[config.mk]
export PLATFORM = sky130hd
export DESIGN_NAME = countdown_timer_ctrl_flat
export DESIGN_NICKNAME = d
export VERILOG_FILES = /design/src/rtl/countdown_timer_ctrl_pkg.sv /design/src/rtl/countdown_timer_ctrl_if.sv /design/src/rtl/countdown_timer_ctrl_tick_gen.sv /design/src/rtl/countdown_timer_ctrl.sv /design/src/flat_wrapper.sv
export SDC_FILE = /design/constraint.sdc
export NUM_CORES = 1
export LEC_CHECK = 0
export ABC_AREA = 1
export BUFFER_PORTS_ARGS = -buffer_cell sky130_fd_sc_hd__buf_2
export CORE_MARGIN = 3
export CORE_UTILIZATION = 40
export CTS_CLUSTER_DIAMETER = 40
export DETAILED_ROUTE_END_ITERATION = 12
export PLACE_DENSITY = 0.66
export SYNTH_ARGS = -nofsm -noshare
export SYNTH_HDL_FRONTEND = slang
export SYNTH_SLANG_ARGS = --single-unit
[constraint.sdc]
create_clock -name clk -period 1.8 [get_ports clk]
set_input_delay 0.36 -clock clk [delete_from_list [all_inputs] [get_ports clk]]
set_output_delay 0.36 -clock clk [all_outputs]
set_load 0.01 [all_outputs]
[src/rtl/countdown_timer_ctrl_pkg.sv]
// Shared definitions for the mm:ss countdown timer sequencer: state encoding and counter geometry.
package countdown_timer_ctrl_pkg;

    localparam int CNT_W   = 8;
    localparam int MAX_VAL = 59;    // must match the top value of the external counters

    typedef enum logic [2:0] {
        ST_IDLE    = 3'd0,
        ST_SET_MIN = 3'd1,
        ST_SET_SEC = 3'd2,
        ST_RUN     = 3'd3,
        ST_DONE    = 3'd4
    } state_e;

    function automatic logic is_set_mode(input state_e s);
        return (s == ST_SET_MIN) || (s == ST_SET_SEC);
    endfunction

endpackage

[src/rtl/countdown_timer_ctrl_if.sv]
// Button pulses, counter values and counter controls between the timer sequencer and its surroundings.
interface countdown_timer_ctrl_if;
    import countdown_timer_ctrl_pkg::*;

    logic             btn_start;
    logic             btn_mode;
    logic             btn_up;
    logic             btn_down;
    logic             btn_clear;
    logic [CNT_W-1:0] sec_count;
    logic [CNT_W-1:0] min_count;
    logic             sec_ce;
    logic             min_ce;
    logic             cnt_ld;
    logic             cnt_up_down;
    logic [CNT_W-1:0] cnt_load;
    logic             running;
    logic             set_min;
    logic             set_sec;
    logic             alarm;
    logic             blink;

    modport slave (
        input  btn_start, btn_mode, btn_up, btn_down, btn_clear, sec_count, min_count,
        output sec_ce, min_ce, cnt_ld, cnt_up_down, cnt_load, running, set_min, set_sec, alarm, blink
    );

    modport master (
        output btn_start, btn_mode, btn_up, btn_down, btn_clear, sec_count, min_count,
        input  sec_ce, min_ce, cnt_ld, cnt_up_down, cnt_load, running, set_min, set_sec, alarm, blink
    );

endinterface

[src/rtl/countdown_timer_ctrl_tick_gen.sv]
// Timer tick generator: counts 0..DIV-1 while enabled and emits a one-cycle tick on the last count.
module countdown_timer_ctrl_tick_gen #(
    parameter int DIV = 4
) (
    input  logic clk,
    input  logic rst_n,
    input  logic en_i,
    input  logic clr_i,
    output logic tick_o
);

    localparam int W = (DIV > 2) ? $clog2(DIV) : 1;
    localparam logic [W-1:0] TC = W'(DIV - 1);

    logic [W-1:0] cnt_q, cnt_d;
    logic         at_tc;

    assign at_tc  = (cnt_q == TC);
    assign tick_o = en_i && !clr_i && at_tc;

    always_comb begin
        cnt_d = cnt_q + 1'b1;
        if (!en_i || clr_i || at_tc) begin
            cnt_d = '0;
        end
    end

    always_ff @(posedge clk or negedge rst_n) begin
        if (!rst_n) begin
            cnt_q <= '0;
        end else begin
            cnt_q <= cnt_d;
        end
    end

endmodule

[src/rtl/countdown_timer_ctrl.sv]
// Set/run/alarm sequencer for an mm:ss countdown built from two mod-60 counters.
// Optional set-mode blink output is built only when TIMER_BLINK_EN is defined.
module countdown_timer_ctrl
    import countdown_timer_ctrl_pkg::*;
#(
    parameter int TICK_DIV = 50_000_000
`ifdef TIMER_BLINK_EN
    , parameter int BLINK_DIV = 12_500_000
`endif
) (
    input  logic                  clk,
    input  logic                  rst_n,
    countdown_timer_ctrl_if.slave tif
);

    state_e state_q, state_d;
    logic   sec_ce_q, sec_ce_d, min_ce_q, min_ce_d;
    logic   ld_q, ld_d, ud_q, ud_d;
    logic   running_q, set_min_q, set_sec_q, alarm_q;
    logic   tick, busy, cnt_zero, up_only, down_only;

    // Counter values are stale in the cycle right after a strobe, so no decisions are taken then.
    assign busy      = sec_ce_q || min_ce_q;
    assign cnt_zero  = (tif.min_count == '0) && (tif.sec_count == '0);
    assign up_only   = tif.btn_up && !tif.btn_down;
    assign down_only = tif.btn_down && !tif.btn_up;

    countdown_timer_ctrl_tick_gen #(.DIV(TICK_DIV)) u_prescaler (
        .clk    (clk),
        .rst_n  (rst_n),
        .en_i   (state_q == ST_RUN),
        .clr_i  (1'b0),
        .tick_o (tick)
    );

    always_comb begin
        state_d  = state_q;
        sec_ce_d = 1'b0;
        min_ce_d = 1'b0;
        ld_d     = 1'b0;
        ud_d     = 1'b0;
        if (!busy) begin
            unique case (state_q)
                ST_IDLE: begin
                    if (tif.btn_clear) begin
                        {sec_ce_d, min_ce_d, ld_d} = 3'b111;
                    end else if (tif.btn_mode) begin
                        state_d = ST_SET_MIN;
                    end else if (tif.btn_start && !cnt_zero) begin
                        state_d = ST_RUN;
                    end
                end
                ST_SET_MIN, ST_SET_SEC: begin
                    if (tif.btn_clear) begin
                        {sec_ce_d, min_ce_d, ld_d} = 3'b111;
                    end else if (tif.btn_mode) begin
                        state_d = (state_q == ST_SET_MIN) ? ST_SET_SEC : ST_IDLE;
                    end else if (tif.btn_start) begin
                        state_d = cnt_zero ? ST_IDLE : ST_RUN;
                    end else if (up_only || down_only) begin
                        min_ce_d = (state_q == ST_SET_MIN);
                        sec_ce_d = (state_q == ST_SET_SEC);
                        ud_d     = up_only;
                    end
                end
                ST_RUN: begin
                    if (tif.btn_clear) begin
                        {sec_ce_d, min_ce_d, ld_d} = 3'b111;
                        state_d = ST_IDLE;
                    end else if (tif.btn_start) begin
                        state_d = ST_IDLE;
                    end else if (tick) begin
                        sec_ce_d = 1'b1;
                        min_ce_d = (tif.sec_count == '0);
                        if (tif.min_count == '0 && tif.sec_count == CNT_W'(1)) begin
                            state_d = ST_DONE;
                        end
                    end
                end
                ST_DONE: begin
                    if (tif.btn_clear) begin
                        {sec_ce_d, min_ce_d, ld_d} = 3'b111;
                        state_d = ST_IDLE;
                    end else if (tif.btn_start || tif.btn_mode) begin
                        state_d = ST_IDLE;
                    end
                end
                default: state_d = ST_IDLE;
            endcase
        end
    end

    always_ff @(posedge clk or negedge rst_n) begin
        if (!rst_n) begin
            state_q   <= ST_IDLE;
            sec_ce_q  <= 1'b0;
            min_ce_q  <= 1'b0;
            ld_q      <= 1'b0;
            ud_q      <= 1'b0;
            running_q <= 1'b0;
            set_min_q <= 1'b0;
            set_sec_q <= 1'b0;
            alarm_q   <= 1'b0;
        end else begin
            state_q   <= state_d;
            sec_ce_q  <= sec_ce_d;
            min_ce_q  <= min_ce_d;
            ld_q      <= ld_d;
            ud_q      <= ud_d;
            running_q <= (state_d == ST_RUN);
            set_min_q <= (state_d == ST_SET_MIN);
            set_sec_q <= (state_d == ST_SET_SEC);
            alarm_q   <= (state_d == ST_DONE);
        end
    end

    assign tif.sec_ce      = sec_ce_q;
    assign tif.min_ce      = min_ce_q;
    assign tif.cnt_ld      = ld_q;
    assign tif.cnt_up_down = ud_q;
    assign tif.cnt_load    = '0;
    assign tif.running     = running_q;
    assign tif.set_min     = set_min_q;
    assign tif.set_sec     = set_sec_q;
    assign tif.alarm       = alarm_q;

`ifdef TIMER_BLINK_EN
    logic blink_tick, blink_q;

    countdown_timer_ctrl_tick_gen #(.DIV(BLINK_DIV)) u_blink_div (
        .clk    (clk),
        .rst_n  (rst_n),
        .en_i   (is_set_mode(state_q)),
        .clr_i  (1'b0),
        .tick_o (blink_tick)
    );

    // Entering a set mode from outside restarts the blink high.
    always_ff @(posedge clk or negedge rst_n) begin
        if (!rst_n) begin
            blink_q <= 1'b0;
        end else if (!is_set_mode(state_d)) begin
            blink_q <= 1'b0;
        end else if (!is_set_mode(state_q)) begin
            blink_q <= 1'b1;
        end else if (blink_tick) begin
            blink_q <= !blink_q;
        end
    end

    assign tif.blink = blink_q;
`else
    assign tif.blink = 1'b0;
`endif

endmodule
[src/flat_wrapper.sv]
// flat-port wrapper written by rule: the top's interface ports become plain ports
module countdown_timer_ctrl_flat import countdown_timer_ctrl_pkg::*;
#(
    parameter int TICK_DIV = 50_000_000

)
  (clk, rst_n, tif_btn_start, tif_btn_mode, tif_btn_up, tif_btn_down, tif_btn_clear, tif_sec_count, tif_min_count, tif_sec_ce, tif_min_ce, tif_cnt_ld, tif_cnt_up_down, tif_cnt_load, tif_running, tif_set_min, tif_set_sec, tif_alarm, tif_blink);
  countdown_timer_ctrl_if tif_i ();
  input  logic clk;
  input  logic rst_n;
  input wire logic [$bits(tif_i.btn_start)-1:0] tif_btn_start;
  input wire logic [$bits(tif_i.btn_mode)-1:0] tif_btn_mode;
  input wire logic [$bits(tif_i.btn_up)-1:0] tif_btn_up;
  input wire logic [$bits(tif_i.btn_down)-1:0] tif_btn_down;
  input wire logic [$bits(tif_i.btn_clear)-1:0] tif_btn_clear;
  input wire logic [$bits(tif_i.sec_count)-1:0] tif_sec_count;
  input wire logic [$bits(tif_i.min_count)-1:0] tif_min_count;
  output wire logic [$bits(tif_i.sec_ce)-1:0] tif_sec_ce;
  output wire logic [$bits(tif_i.min_ce)-1:0] tif_min_ce;
  output wire logic [$bits(tif_i.cnt_ld)-1:0] tif_cnt_ld;
  output wire logic [$bits(tif_i.cnt_up_down)-1:0] tif_cnt_up_down;
  output wire logic [$bits(tif_i.cnt_load)-1:0] tif_cnt_load;
  output wire logic [$bits(tif_i.running)-1:0] tif_running;
  output wire logic [$bits(tif_i.set_min)-1:0] tif_set_min;
  output wire logic [$bits(tif_i.set_sec)-1:0] tif_set_sec;
  output wire logic [$bits(tif_i.alarm)-1:0] tif_alarm;
  output wire logic [$bits(tif_i.blink)-1:0] tif_blink;
  assign tif_i.btn_start = tif_btn_start;
  assign tif_i.btn_mode = tif_btn_mode;
  assign tif_i.btn_up = tif_btn_up;
  assign tif_i.btn_down = tif_btn_down;
  assign tif_i.btn_clear = tif_btn_clear;
  assign tif_i.sec_count = tif_sec_count;
  assign tif_i.min_count = tif_min_count;
  assign tif_sec_ce = tif_i.sec_ce;
  assign tif_min_ce = tif_i.min_ce;
  assign tif_cnt_ld = tif_i.cnt_ld;
  assign tif_cnt_up_down = tif_i.cnt_up_down;
  assign tif_cnt_load = tif_i.cnt_load;
  assign tif_running = tif_i.running;
  assign tif_set_min = tif_i.set_min;
  assign tif_set_sec = tif_i.set_sec;
  assign tif_alarm = tif_i.alarm;
  assign tif_blink = tif_i.blink;
  countdown_timer_ctrl #(.TICK_DIV(TICK_DIV)) u_core (.clk(clk), .rst_n(rst_n), .tif(tif_i));
endmodule
==> results.txt <==
share of layout cells above drive strength 1: 0.272
CTS root buffer: clkbuf_8
Tightest Hold Check Type: primary input to async pin
largest net degree at the start of global routing: 38
Cell Area, Synth: 2340 um^2
Clock Latency Late Sink: 0.30 ns
Core Util, Final: 0.514
Max Fclk: 564 MHz
Antenna diodes: 0
CTS Hold Buffers Added: 0
Comb pwr share: 0.256
non-filler instance count after layout: 439
wire per inst: 12.4 um
initial antenna violation count: 0
Hold Violations, Final: 0
grt total ovfl: 0
P_sw: 0.000724 W
Max Cap Viol: 0
clock skew: 0.0114 ns
Crit. End Element: register
CP Buf/Inv Count: 1
post-route ant nets: 0
WL final: 5460 um
Post-Place Setup Slack: 0.0787 ns
cells along the critical path: ha_2, nand2_2, inv_2, nand2_4, nor3_4, nand4_1, nor2_4, and3_4, nor3_2
Final nets: 391
post-synthesis cell type count: 34
Leak: 1.36 nW
# rows: 27
ys flop type: dfrtp_1
most common cell in the netlist: nand2_1
Worst EP arrival: 1.96 ns
VDD IR max: 0.000406 V
Yosys reg bits: 37
Finish-stage setup viols: 0
Yosys top cell area share: 0.395
Synth area leaders: dfrtp_1 (39%), nand2_1 (11%), nor2_1 (9.9%)
Area growth, synth to finish: 22.3%
clock share of power: 0.323
Max Slew Vio Count: 0
htree depth: 2
CP peak stage delay: 0.36 ns
vias in the first global route: 2,038
cells after synthesis: 316
deepest clock path buffer count: 2
outcome: complete, no violations
I/O pins: 40
Post-synth EDFFs: 0
Total Die Area: 6820 um^2
CTS sink count: 37
first-pass GRT wire length: 8870 um
Vias/cell: 4.95
crit path kind: register to register
Pint: 0.00153 W
Max stage delay cell, worst path: dfrtp_1
synthesis warning total: 0
Max FO, Critical Path: 6
sequential area share after synthesis: 0.395
PwrDens: 788 nW/um^2
total placed cells including tap cells: 425
register clock-pin slew on the reported worst setup and hold paths: 0.08 ns
Fill cells: 555
router iterations before antenna repair: 4
Total Power: 0.00226 W
initial cell density of the core: 0.421
Sw Share: 0.321
slack of the critical path: 0.0261 ns
routed via count: 2,173
cell taking the most area after synthesis: dfrtp_1
fin crit share: 0.986
Port Buf Inserts: 30
DRC: 0
Syn Area/Cell: 7.42 um^2
total CTS buffers: 5
delay-heaviest family, CP: simple AND/OR/NAND/NOR gates
Core Area: 5570 um^2
CTS tree: done
All-Layer GR Usage: 0.169
asr flop ratio synth: 1.00
Reg power frac: 0.421
RSZ-0062 raised after global routing: yes
Req. time, crit path: 1.99 ns
die width: 82.6 um
DP Wirelength: 3980 um
Final Wtd Congestion: 0.937
starting DRC count in detailed routing: 91
Worst setup SP type: register
Post-synth top cells: nand2_1 (66), nor2_1 (62), dfrtp_1 (37), inv_1 (35), nand3_1 (17)
die extent in y: 82.6 um
clock period minus worst slack: 1.77 ns
==> logic make-up after synthesis <==
logic type | share of synthesized area
compound gates | 0.0512
xor+xnor | 0.0187
fa+ha+maj | 0.0107
buf+inv | 0.104
flops | 0.395
other cells | 0.00160
simple gates | 0.419
==> worst register-to-register path, cell delays in order, from the launching register on <==
cell and delay, ns:
dfrtp_1 0.36, ha_2 0.19, nand2_2 0.07, inv_2 0.09
nand2_4 0.06, nor3_4 0.22, nand4_1 0.20, nor2_4 0.23
and3_4 0.21, nor3_2 0.04
==> worst paths after layout <==
kind / startpoint / to / slack, ns / cells past startpoint
min in group clk: tif_btn_clear / u_core.tif.sec_ce / 0.39 / 3
worst max register to register: u_core.u_prescaler.cnt_q[1] / u_core.u_prescaler.cnt_q[22] / 0.03 / 9
worst min-delay path: rst_n / u_core.u_prescaler.cnt_q[12] / 0.01 / 2
worst min register to register: u_core.u_prescaler.cnt_q[25] / u_core.u_prescaler.cnt_q[25] / 0.55 / 2
max in group asynchronous: rst_n / u_core.u_prescaler.cnt_q[17] / 1.59 / 2
worst max-delay path: u_core.u_prescaler.cnt_q[1] / u_core.u_prescaler.cnt_q[22] / 0.03 / 9
==> placed cells by master, fill, tap and decap left out, drive strengths merged, types with 6 or more instances in the layout <==
| master | instances |
|---|---|
| nand2 | 72 |
| nor2 | 68 |
| buf | 47 |
| dfrtp | 37 |
| inv | 36 |
| nand3 | 20 |
| nor3 | 20 |
| a21oi | 12 |
| nand4 | 9 |
| conb | 9 |
| clkbuf | 6 |
==> layout make-up <==
type,instances,area [um^2],area share
Inverter,36,135,0.0471
Timing Repair Buffer,48,328,0.114
Clock buffer,5,68.8,0.0240
Multi-Input combinational cell,238,1270,0.443
Tap cell,72,90.1,0.0314
Sequential cell,37,928,0.324
Clock inverter,3,46.3,0.0162
==> sequential cells by signal, summed over array words and instances (netlist names) <==
register / count
u_core.tif.cnt_ld: 1
u_core.tif.set_min: 1
u_core.tif.alarm: 1
u_core.tif.sec_ce: 1
u_core.tif.running: 1
u_core.tif.cnt_up_down: 1
u_core.state_q: 3
u_core.u_prescaler.cnt_q: 26
u_core.tif.min_ce: 1
u_core.tif.set_sec: 1
==> timing repair <==
| action | in CTS | in global routing |
|---|---|---|
| setup buffers | 0 | 5 |
| resized for setup | 0 | 22 |
| setup endpoints to repair | 0 | 16 |
==> power groups by stage <==
stage                     Clock, W  Sequential, W  Combinational [W]
after floorplan                  0       0.000960           0.000385
after global placement           0       0.000961           0.000528
after detailed placement         0       0.000960           0.000535
after CTS                 0.000744       0.000943           0.000537
after global routing      0.000794       0.000960           0.000646
final                     0.000729       0.000951           0.000579
==> per-stage QoR <==
stage / hold WS, ns / setup TNS [ns] / cell area [um^2]
global route: 0.0133 / -0.557 / 2870
floorplan: 0.0644 / 0 / 2370
finish: 0.00992 / 0 / 2870
global placement: 0.338 / 0 / 2620
CTS: 0.0144 / 0 / 2740
detailed placement: 0.339 / 0 / 2620
==> routing by layer <==
metal | track usage | vias up | wire length [um]
met3 | 0.0369 | 20 | 226
met1 | 0.198 | 995 | 2340
met2 | 0.293 | 65 | 2690
met5 | 0 | - | 0
li1 | - | 1093 | -
met4 | 0.0768 | 0 | 200
Power figures use the tool's default switching activity.
